==> src/rtl/sensor_frontend_if.sv <==
// Raw temperature sample handshake between a sensor source and sensor_frontend.
// The source drives valid/data and must hold them until it sees ready.
interface sensor_frontend_if;
   logic       sample_valid;
   logic [7:0] sample_data;
   logic       sample_ready;

   modport master (
      output sample_valid,
      output sample_data,
      input  sample_ready
   );

   modport slave (
      input  sample_valid,
      input  sample_data,
      output sample_ready
   );
endinterface

==> src/rtl/sensor_frontend.sv <==
// Sensor conditioning ahead of the air-conditioning controller: a clamped moving
// average of temperature samples plus a synchronised, debounced and held PIR flag.
module sensor_frontend #(
   parameter int unsigned AVG_LOG2    = 2,
   parameter int unsigned DEBOUNCE    = 4,
   parameter int unsigned HOLD_CYCLES = 16
) (
   input  logic                clk,
   input  logic                rst_n,
   sensor_frontend_if.slave    smp,
   input  logic                pir_raw,
   output logic [6:0]          temperature,
   output logic                temp_valid,
   output logic                humanDetector
);

   localparam int unsigned Depth = 1 << AVG_LOG2;
   localparam int unsigned SumW  = 7 + AVG_LOG2;
   localparam int unsigned DbW   = $clog2(DEBOUNCE + 1);
   localparam int unsigned HoldW = $clog2(HOLD_CYCLES + 1);

   typedef enum logic [1:0] {StIdle, StAccum, StOutput} state_e;

   state_e              state_q, state_d;
   logic                ready_q, ready_d;
   logic                first_q, first_d;
   logic [6:0]          new_q, new_d;
   logic [6:0]          ring_q [Depth];
   logic [6:0]          ring_d [Depth];
   logic [AVG_LOG2-1:0] wr_ptr_q, wr_ptr_d;
   logic [SumW-1:0]     sum_q, sum_d;
   logic [6:0]          temperature_q, temperature_d;
   logic                temp_valid_q, temp_valid_d;

   logic                sync1_q, sync2_q;
   logic                pir_db_q, pir_db_d;
   logic [DbW-1:0]      db_cnt_q, db_cnt_d;
   logic [HoldW-1:0]    hold_q, hold_d;
   logic                human_q, human_d;

   logic                accept;
   logic [6:0]          clamped;

   assign accept  = smp.sample_valid & ready_q;
   assign clamped = smp.sample_data[7] ? 7'd0 : smp.sample_data[6:0];

   always_comb begin
      state_d       = state_q;
      first_d       = first_q;
      new_d         = new_q;
      ring_d        = ring_q;
      wr_ptr_d      = wr_ptr_q;
      sum_d         = sum_q;
      temperature_d = temperature_q;
      temp_valid_d  = 1'b0;
      unique case (state_q)
         StIdle: begin
            if (accept) begin
               new_d   = clamped;
               state_d = StAccum;
            end
         end
         StAccum: begin
            if (first_q) begin
               // Preload the whole window so the first output equals the first sample.
               for (int i = 0; i < Depth; i++) ring_d[i] = new_q;
               sum_d   = SumW'(new_q) << AVG_LOG2;
               first_d = 1'b0;
            end else begin
               sum_d            = sum_q - SumW'(ring_q[wr_ptr_q]) + SumW'(new_q);
               ring_d[wr_ptr_q] = new_q;
               wr_ptr_d         = wr_ptr_q + 1'b1;
            end
            state_d = StOutput;
         end
         StOutput: begin
            temperature_d = 7'(sum_q >> AVG_LOG2);
            temp_valid_d  = 1'b1;
            state_d       = StIdle;
         end
         default: state_d = StIdle;
      endcase
      // Registered ready keeps it low while in reset and for the first edge after.
      ready_d = (state_d == StIdle);
   end

   always_comb begin
      pir_db_d = pir_db_q;
      db_cnt_d = '0;
      if (sync2_q != pir_db_q) begin
         if (db_cnt_q == DbW'(DEBOUNCE - 1)) begin
            pir_db_d = sync2_q;
         end else begin
            db_cnt_d = db_cnt_q + 1'b1;
         end
      end

      if (pir_db_q) begin
         hold_d = HoldW'(HOLD_CYCLES);
      end else if (hold_q != '0) begin
         hold_d = hold_q - 1'b1;
      end else begin
         hold_d = '0;
      end

      human_d = pir_db_q | (hold_q != '0);
   end

   always_ff @(posedge clk or negedge rst_n) begin
      if (!rst_n) begin
         state_q       <= StIdle;
         ready_q       <= 1'b0;
         first_q       <= 1'b1;
         new_q         <= '0;
         for (int i = 0; i < Depth; i++) ring_q[i] <= '0;
         wr_ptr_q      <= '0;
         sum_q         <= '0;
         temperature_q <= '0;
         temp_valid_q  <= 1'b0;
         sync1_q       <= 1'b0;
         sync2_q       <= 1'b0;
         pir_db_q      <= 1'b0;
         db_cnt_q      <= '0;
         hold_q        <= '0;
         human_q       <= 1'b0;
      end else begin
         state_q       <= state_d;
         ready_q       <= ready_d;
         first_q       <= first_d;
         new_q         <= new_d;
         ring_q        <= ring_d;
         wr_ptr_q      <= wr_ptr_d;
         sum_q         <= sum_d;
         temperature_q <= temperature_d;
         temp_valid_q  <= temp_valid_d;
         sync1_q       <= pir_raw;
         sync2_q       <= sync1_q;
         pir_db_q      <= pir_db_d;
         db_cnt_q      <= db_cnt_d;
         hold_q        <= hold_d;
         human_q       <= human_d;
      end
   end

   assign smp.sample_ready = ready_q;
   assign temperature      = temperature_q;
   assign temp_valid       = temp_valid_q;
   assign humanDetector    = human_q;

endmodule

==> src/flat_wrapper.sv <==
// flat-port wrapper written by rule: the top's interface ports become plain ports
module sensor_frontend_flat 
#(
   parameter int unsigned AVG_LOG2    = 2,
   parameter int unsigned DEBOUNCE    = 4,
   parameter int unsigned HOLD_CYCLES = 16
)
  (clk, rst_n, pir_raw, temperature, temp_valid, humanDetector, smp_sample_valid, smp_sample_data, smp_sample_ready);
  sensor_frontend_if smp_i ();
  input  logic clk;
  input  logic rst_n;
  input  logic pir_raw;
  output logic [6:0] temperature;
  output logic temp_valid;
  output logic humanDetector;
  input wire logic [$bits(smp_i.sample_valid)-1:0] smp_sample_valid;
  input wire logic [$bits(smp_i.sample_data)-1:0] smp_sample_data;
  output wire logic [$bits(smp_i.sample_ready)-1:0] smp_sample_ready;
  assign smp_i.sample_valid = smp_sample_valid;
  assign smp_i.sample_data = smp_sample_data;
  assign smp_sample_ready = smp_i.sample_ready;
  sensor_frontend #(.AVG_LOG2(AVG_LOG2), .DEBOUNCE(DEBOUNCE), .HOLD_CYCLES(HOLD_CYCLES)) u_core (.clk(clk), .rst_n(rst_n), .smp(smp_i), .pir_raw(pir_raw), .temperature(temperature), .temp_valid(temp_valid), .humanDetector(humanDetector));
endmodule
==> config.mk <==
export PLATFORM = sky130hd
export DESIGN_NAME = sensor_frontend_flat
export DESIGN_NICKNAME = d
export VERILOG_FILES = /design/src/rtl/sensor_frontend_if.sv /design/src/rtl/sensor_frontend.sv /design/src/flat_wrapper.sv
export SDC_FILE = /design/constraint.sdc
export NUM_CORES = 1
export LEC_CHECK = 0
export CAP_MARGIN = 15
export CORE_MARGIN = 2
export CORE_UTILIZATION = 36
export DETAILED_ROUTE_END_ITERATION = 10
export PLACE_DENSITY = 0.52
export SLEW_MARGIN = 20
export SYNTH_ARGS = -nofsm -noshare
export SYNTH_HDL_FRONTEND = slang
export SYNTH_SLANG_ARGS = --single-unit
==> constraint.sdc <==
create_clock -name clk -period 3 [get_ports clk]
set_clock_uncertainty 0.05 [all_clocks]
set_input_delay 0.6 -clock clk [delete_from_list [all_inputs] [get_ports clk]]
set_output_delay 0.6 -clock clk [all_outputs]
set_load 0.005 [all_outputs]
==> results.yml, run 1 <==
logic_synthesis:
  synthSimpleGateAreaFrac_pct: 10.5
  yosysUniqueCellTypes: 47
  synthMuxAreaShare_pct: 14.3
  syn_area_um2: 3540
  ys_seq_area_share_pct: 49.5
  synth_top_area_cell: "dfrtp_1"
  synth-async-reset-ratio_pct: 100
  synth_xor_area_share_pct: 1.73
  synth_top_cell_area_share_pct: 48.8
  yosys.area_share.adder_pct: 9.26
  yosys-top-cells-area: "dfrtp_1 49%, mux2_2 9.5%, ha_1 5.3%"
  postSynthAreaPerCell_um2: 11.8
  ys_warn_count: 0
  syn-num-nets: 333
  synth-main-ff-cell: "dfrtp_1"
  ys_seq_elements: 70
  syn_inst: 299
  synth_top_family_by_area: "multiplexers"
  synth_compound_area_share_pct: 9.30
  synth-edff-count: 0
critical_path:
  crit_arrival_ns: 3.12
  cp.required_ns: 3.18
  start_kind: "register"
  critical_path_class: "reg -> reg"
  slowest_stage: "fa_1"
  path_cells: "buf_6, mux4_2, fa_1, inv_2, ha_4, a21o_1, or3_4, o21ai_2, a21boi_2, nor2_1"
  cp_max_fo: 7
  worst_path_largest_cell_delay_ns: 0.53
  end_kind: "register"
floorplan:
  die_w_um: 103
  initial_utilization_pct: 36.7
  core_um2: 9640
  ios: 22
  rows: 36
  dieArea_um2: 10600
  fp.dieH_um: 103
clock_tree:
  path_clk_slew_ns: 0.07
  clock-root-buffer: "clkbuf_8"
  cts_tree: "done"
  cts_buffer_depth: 2
  clock_sinks: 70
  clock_latency_ns: 0.35
  cts_hold_repair.buffers: 0
  htreeDepth: 3
  cts-buffers-inserted: 9
timing:
  setup_viol: 0
  slew_violations: 0
  relSlewSlack_pct: 66.9
  fmax_mhz: 341
  hold_viol: 0
  rsz0062_at_grt: "true"
  worstMarginPinSlew_ns: 0.495
  finalCritPeriodShare_pct: 97.8
  period_needed_ns: 2.93
global_route:
  grt_pass1_vias: 2285
  grt_start_max_net_pins: 71
  grt_pass1_wl_um: 11200
  grt_overflow: 0
  grt_util_all_layers_pct: 14.1
  antenna_found_initial: 0
drt:
  wirelength_um: 6630
  via_count: 2264
  first_pass_iters: 4
  drt-wirelength-per-cell_um: 14.0
  post_drt_via_cell_ratio: 4.77
  ant_nets: 0
  drc: 0
  drt_first_iter_violations: 72
final_layout:
  drive_above_1_share_pct: 27.8
  ff_latch_area_um2: 1750
  diodes: 0
  fill_cells: 929
  area_growth_pct: 20.5
  final_cells: 475
  finalNetCount: 371
  multi_input_area_um2: 1650
outcome:
  outcome: "finished, final reports clean"
placed_design:
  place.gp.congestion: 0.730
  io_buffers: 21
  dp_cells: 456
  dpl.hpwl_um: 4790
run:
  maxCapViolations: 0
hold_path:
  hp-class: "in -> async"
## logic make-up after synthesis
family	after synthesis
adder cells (fa/ha/maj)	22
AO/OA/AOI/OAI	47
XOR/XNOR	7
flip-flops	70
buffers and inverters	46
AND/OR/NAND/NOR	69
multiplexers	38
## synthesized netlist by cell type, types with 2 or more instances
| cell type | number |
|---|---|
| mux2_2 | 30 |
| clkbuf_1 | 2 |
| or3_1 | 3 |
| fa_1 | 7 |
| nand2_1 | 12 |
| a211oi_1 | 3 |
| buf_2 | 5 |
| ha_1 | 15 |
| nand2b_1 | 5 |
| nand3_1 | 6 |
| nor2_4 | 4 |
| inv_1 | 36 |
| xor2_1 | 3 |
| o21ai_0 | 17 |
| nor3b_1 | 2 |
| mux4_2 | 7 |
| nor2_1 | 21 |
| xnor2_1 | 4 |
| nor3_1 | 4 |
| nand3b_1 | 7 |
| a31oi_1 | 3 |
| a21oi_1 | 5 |
| o211ai_1 | 2 |
| a21o_1 | 4 |
| dfrtp_1 | 69 |
| o21ai_2 | 2 |
## through the flow
stage | utilization (%) | hold slack [ns] | setup TNS, ns | area (um^2) | worst slack (ns)
after floorplan | - | 0.254 | 0 | 3540 | 0.0233
after global placement | 41.1 | 0.289 | 0 | 3960 | 0.0670
after detailed placement | 41.1 | 0.289 | 0 | 3960 | 0.0326
after CTS | 43.4 | 0.226 | 0 | 4180 | 0.00824
after global routing | 44.2 | 0.241 | -0.0700 | 4260 | -0.0700
final | 44.2 | 0.217 | 0 | 4260 | 0.0656
## worst max-delay path, delay by kind of cell, from the launching register on
family          cells  cell delay [ns]
mux                 1             0.52
compound gates      3             0.50
flops               1             0.41
buf+inv             2             0.21
simple gates        2             0.41
fa+ha+maj           2             0.74
## layout make-up
type                    instances  share of cell area, %
repair buffers                 36                   7.83
clock inverters                 7                   2.29
multi-input cells             183                   38.7
flip-flops and latches         70                   41.1
inverters                      37                   3.26
well taps                     133                   3.90
clock buffers                   9                   2.90
## path summary, 6_finish.rpt
| path | slack [ns] | startpoint | end | cells past startpoint |
|---|---|---|---|---|
| max in group asynchronous | 2.37 | rst_n | u_core.first_q | 2 |
| worst min register to register | 0.30 | u_core.sync1_q | u_core.sync2_q | 0 |
| worst min-delay path | 0.22 | rst_n | u_core.ring_q[14] | 2 |
| worst max register to register | 0.07 | u_core.wr_ptr_q[0] | u_core.sum_q[8] | 10 |
| min in group clk | 0.30 | u_core.sync1_q | u_core.sync2_q | 0 |
| worst max-delay path | 0.07 | u_core.wr_ptr_q[0] | u_core.sum_q[8] | 10 |
## placed cells by master (no fill, tap or decap), types with 4 or more instances in the layout
cell type / n
a21o_1: 4
a21oi_1: 4
buf_4: 13
clkbuf_8: 9
clkdlybuf4s50_1: 20
dfrtp_1: 69
fa_1: 6
ha_1: 11
inv_1: 35
mux2_2: 30
mux4_2: 7
nand2_1: 12
nand2b_1: 4
nand3_1: 6
nand3b_1: 7
nor2_1: 21
nor2_4: 4
nor3_1: 4
o21ai_0: 17
xnor2_1: 4
## metal layers
layer  track usage [%]  vias up  routed length, um
li1                  -     1102                  -
met1              18.7     1128               3160
met2              22.2       24               3190
met3              3.05       10                158
met4              6.38        0                123
met5                 0        -                  0
## registers in the layout, summed over array words and instances, names as in the netlist
signal and count:
u_core.db_cnt_q 3, u_core.first_q 1, u_core.hold_q 5, u_core.humanDetector 1, u_core.new_q 7, u_core.pir_db_q 1, u_core.ring_q 28, u_core.smp.sample_ready 1
u_core.state_q 2, u_core.sum_q 9, u_core.sync1_q 1, u_core.sync2_q 1, u_core.temp_valid 1, u_core.temperature 7, u_core.wr_ptr_q 2
## timing repair
action / in CTS / in global routing
setup buffers: 0 / 3
pin swaps: 1 / 10
endpoints found under the setup margin: 1 / 4
gates resized for setup: 0 / 12
Power of run 1 is not shown: default switching activity piles up to over one toggle a cycle in this logic, so the estimate is an artifact.
==> run 2: changes to the inputs <==
--- a/config.mk
+++ b/config.mk
@@ -8,6 +8,7 @@
 export CAP_MARGIN = 15
 export CORE_MARGIN = 2
 export CORE_UTILIZATION = 36
+export CTS_BUF_LIST = sky130_fd_sc_hd__clkbuf_16
 export DETAILED_ROUTE_END_ITERATION = 10
 export PLACE_DENSITY = 0.52
 export SLEW_MARGIN = 20
==> constraint.sdc (replaced) <==
create_clock -name clk -period 3 [get_ports clk]
set_clock_uncertainty 0.05 [all_clocks]
set_input_delay 0.6 -clock clk [delete_from_list [all_inputs] [get_ports clk]]
set_output_delay 0.6 -clock clk [all_outputs]
set_load 0.1 [all_outputs]
==> run 2 against run 1 <==
Wire length increased by 5.8%. Critical path type unchanged. Non-clock buffer count fell by 1. Critical endpoint is now u_core.sum_q[7]. Sequential cell count unchanged. Critical path depth shrank 1. Highest routed layer unchanged. Utilization is 0.67 points higher. Final cell count fell by 0.21%.
==> results.yml, run 2 (synthesis gave the netlist of run 1 again) <==
run:
  maxCapViolations: 0
critical_path:
  path_cells: "mux4_2, fa_1, inv_1, ha_4, a211oi_2, o21ai_2, a41oi_2, mux2i_1, o211ai_1"
  path_depth: 9
  timing.critical_path.from: "u_core.wr_ptr_q[0]"
  r2r_setup_slack_ns: 0.12
  critical_path_class: "reg -> reg"
  r2r_cells: 9
  reg2reg_to: "u_core.sum_q[7]"
  crit_arrival_ns: 3.04
  slowest_stage: "fa_1"
  cp-endpoint: "u_core.sum_q[7]"
  start_kind: "register"
  cp_max_fo: 3
  end_kind: "register"
  worst_path_largest_cell_delay_ns: 0.57
  cp.required_ns: 3.16
  rr_startpoint: "u_core.wr_ptr_q[0]"
  critical_path.top_delay_family: "adder cells"
  path_buf_inv: 1
drt:
  drt-wirelength-per-cell_um: 14.8
  drc: 0
  via_count: 2277
  post_drt_via_cell_ratio: 4.80
  ant_nets: 0
  drt_first_iter_violations: 51
  first_pass_iters: 4
  wirelength_um: 7020
timing:
  fin_tns_setup_ns: 0
  hold_ws_ns: 0.239
  fmax_mhz: 347
  worstMarginPinSlew_ns: 0.545
  finalCritPeriodShare_pct: 96.0
  slew_violations: 0
  period_needed_ns: 2.88
  setup_viol: 0
  relSlewSlack_pct: 63.6
  hold_viol: 0
placed_design:
  place.gp.congestion: 0.734
  dpl.hpwl_um: 4840
  io_buffers: 21
  placed_area_um2: 3940
final_layout:
  regMostFlops: "u_core.ring_q"
  drive_above_1_share_pct: 30.5
  stdcell_area_um2: 4330
  area_growth_pct: 22.3
  finish.utilization_pct: 44.9
  finalNetCount: 370
  layout_common_cells: "69 x dfrtp_1, 36 x inv_1, 30 x mux2_2"
  final_common_cell: "dfrtp_1"
  largestRegisters: "u_core.ring_q x28, u_core.sum_q x9"
  largest_register_ffs: 28
  multi_input_area_um2: 1690
  ff_latch_area_um2: 1750
  diodes: 0
  fill_cells: 946
clock_tree:
  cts_tree: "done"
  clock_latency_ns: 0.33
  cts_buffer_depth: 2
  clock_sinks: 70
  path_clk_slew_ns: 0.06
  clock-root-buffer: "clkbuf_16"
  htreeDepth: 3
  cts-buffers-inserted: 9
floorplan:
  ios: 22
  die_w_um: 103
  initial_utilization_pct: 36.7
  fp.dieH_um: 103
  dieArea_um2: 10600
  rows: 36
  core_um2: 9640
global_route:
  grt_overflow: 0
  grt_util_all_layers_pct: 14.5
  grt_pass1_vias: 2291
  grt_start_max_net_pins: 71
  antenna_found_initial: 0
  grt_pass1_wl_um: 11500
hold_path:
  hp-class: "in -> async"
outcome:
  outcome: "finished, final reports clean"
[run 2: changes by cell type in the layout (fill, tap and decap cells not counted), sizes merged]
cell	previous run	this run
buf	16	25
bufinv	2	0
clkdlybuf4s50	20	10
clkinv	2	3
clkinvlp	2	3
[run 2: cell type report]
| cell class | count | share of cell area, % |
|---|---|---|
| clock buffers | 9 | 5.20 |
| clock inverters | 7 | 1.16 |
| inverters | 37 | 3.21 |
| multi-input cells | 183 | 39.0 |
| flip-flops and latches | 70 | 40.5 |
| well taps | 133 | 3.84 |
| repair buffers | 35 | 7.05 |
[run 2: timing repair]
action,in CTS,in global routing
gates resized for setup,0,14
hold buffers,0,0
buffers inserted,0,2
endpoints found under the setup margin,0,3
[run 2: stage by stage]
step	std cells	worst slack, ns
6_report	474	0.119
5_1_grt	474	-0.0172
4_1_cts	472	0.0153
3_5_place_dp	456	0.0361
3_3_place_gp	456	0.0681
2_1_floorplan	299	0.0233
[run 2: how the worst min path moves through the flow]
| stage | start | endpoint | depth (start not counted) |
|---|---|---|---|
| final | rst_n | u_core.ring_q[0] | 2 |
| after global routing | rst_n | u_core.ring_q[0] | 2 |
| after CTS | rst_n | u_core.ring_q[9] | 2 |
| after detailed placement | u_core.sync1_q | u_core.sync2_q | 0 |
| after global placement | u_core.sync1_q | u_core.sync2_q | 0 |
| after floorplan | rst_n | u_core.db_cnt_q[0] | 0 |
[run 2: per-layer routing]
layer / up-vias / GRT usage (%) / share of wire [%] / routed length, um
met5: - / 0 / 0 / 0
met4: 0 / 4.86 / 1.7 / 121
met3: 13 / 3.66 / 2.1 / 148
met2: 19 / 23.2 / 48 / 3400
li1: 1100 / - / - / -
met1: 1145 / 19.4 / 48 / 3350
[run 2: worst reg2reg max path, stage by stage (launching register included)]
cell,delay (ns)
dfrtp_1,0.41
mux4_2,0.54
fa_1,0.57
inv_1,0.09
ha_4,0.25
a211oi_2,0.26
o21ai_2,0.12
a41oi_2,0.16
mux2i_1,0.20
o211ai_1,0.10
Power of run 2 is left out for the same reason.
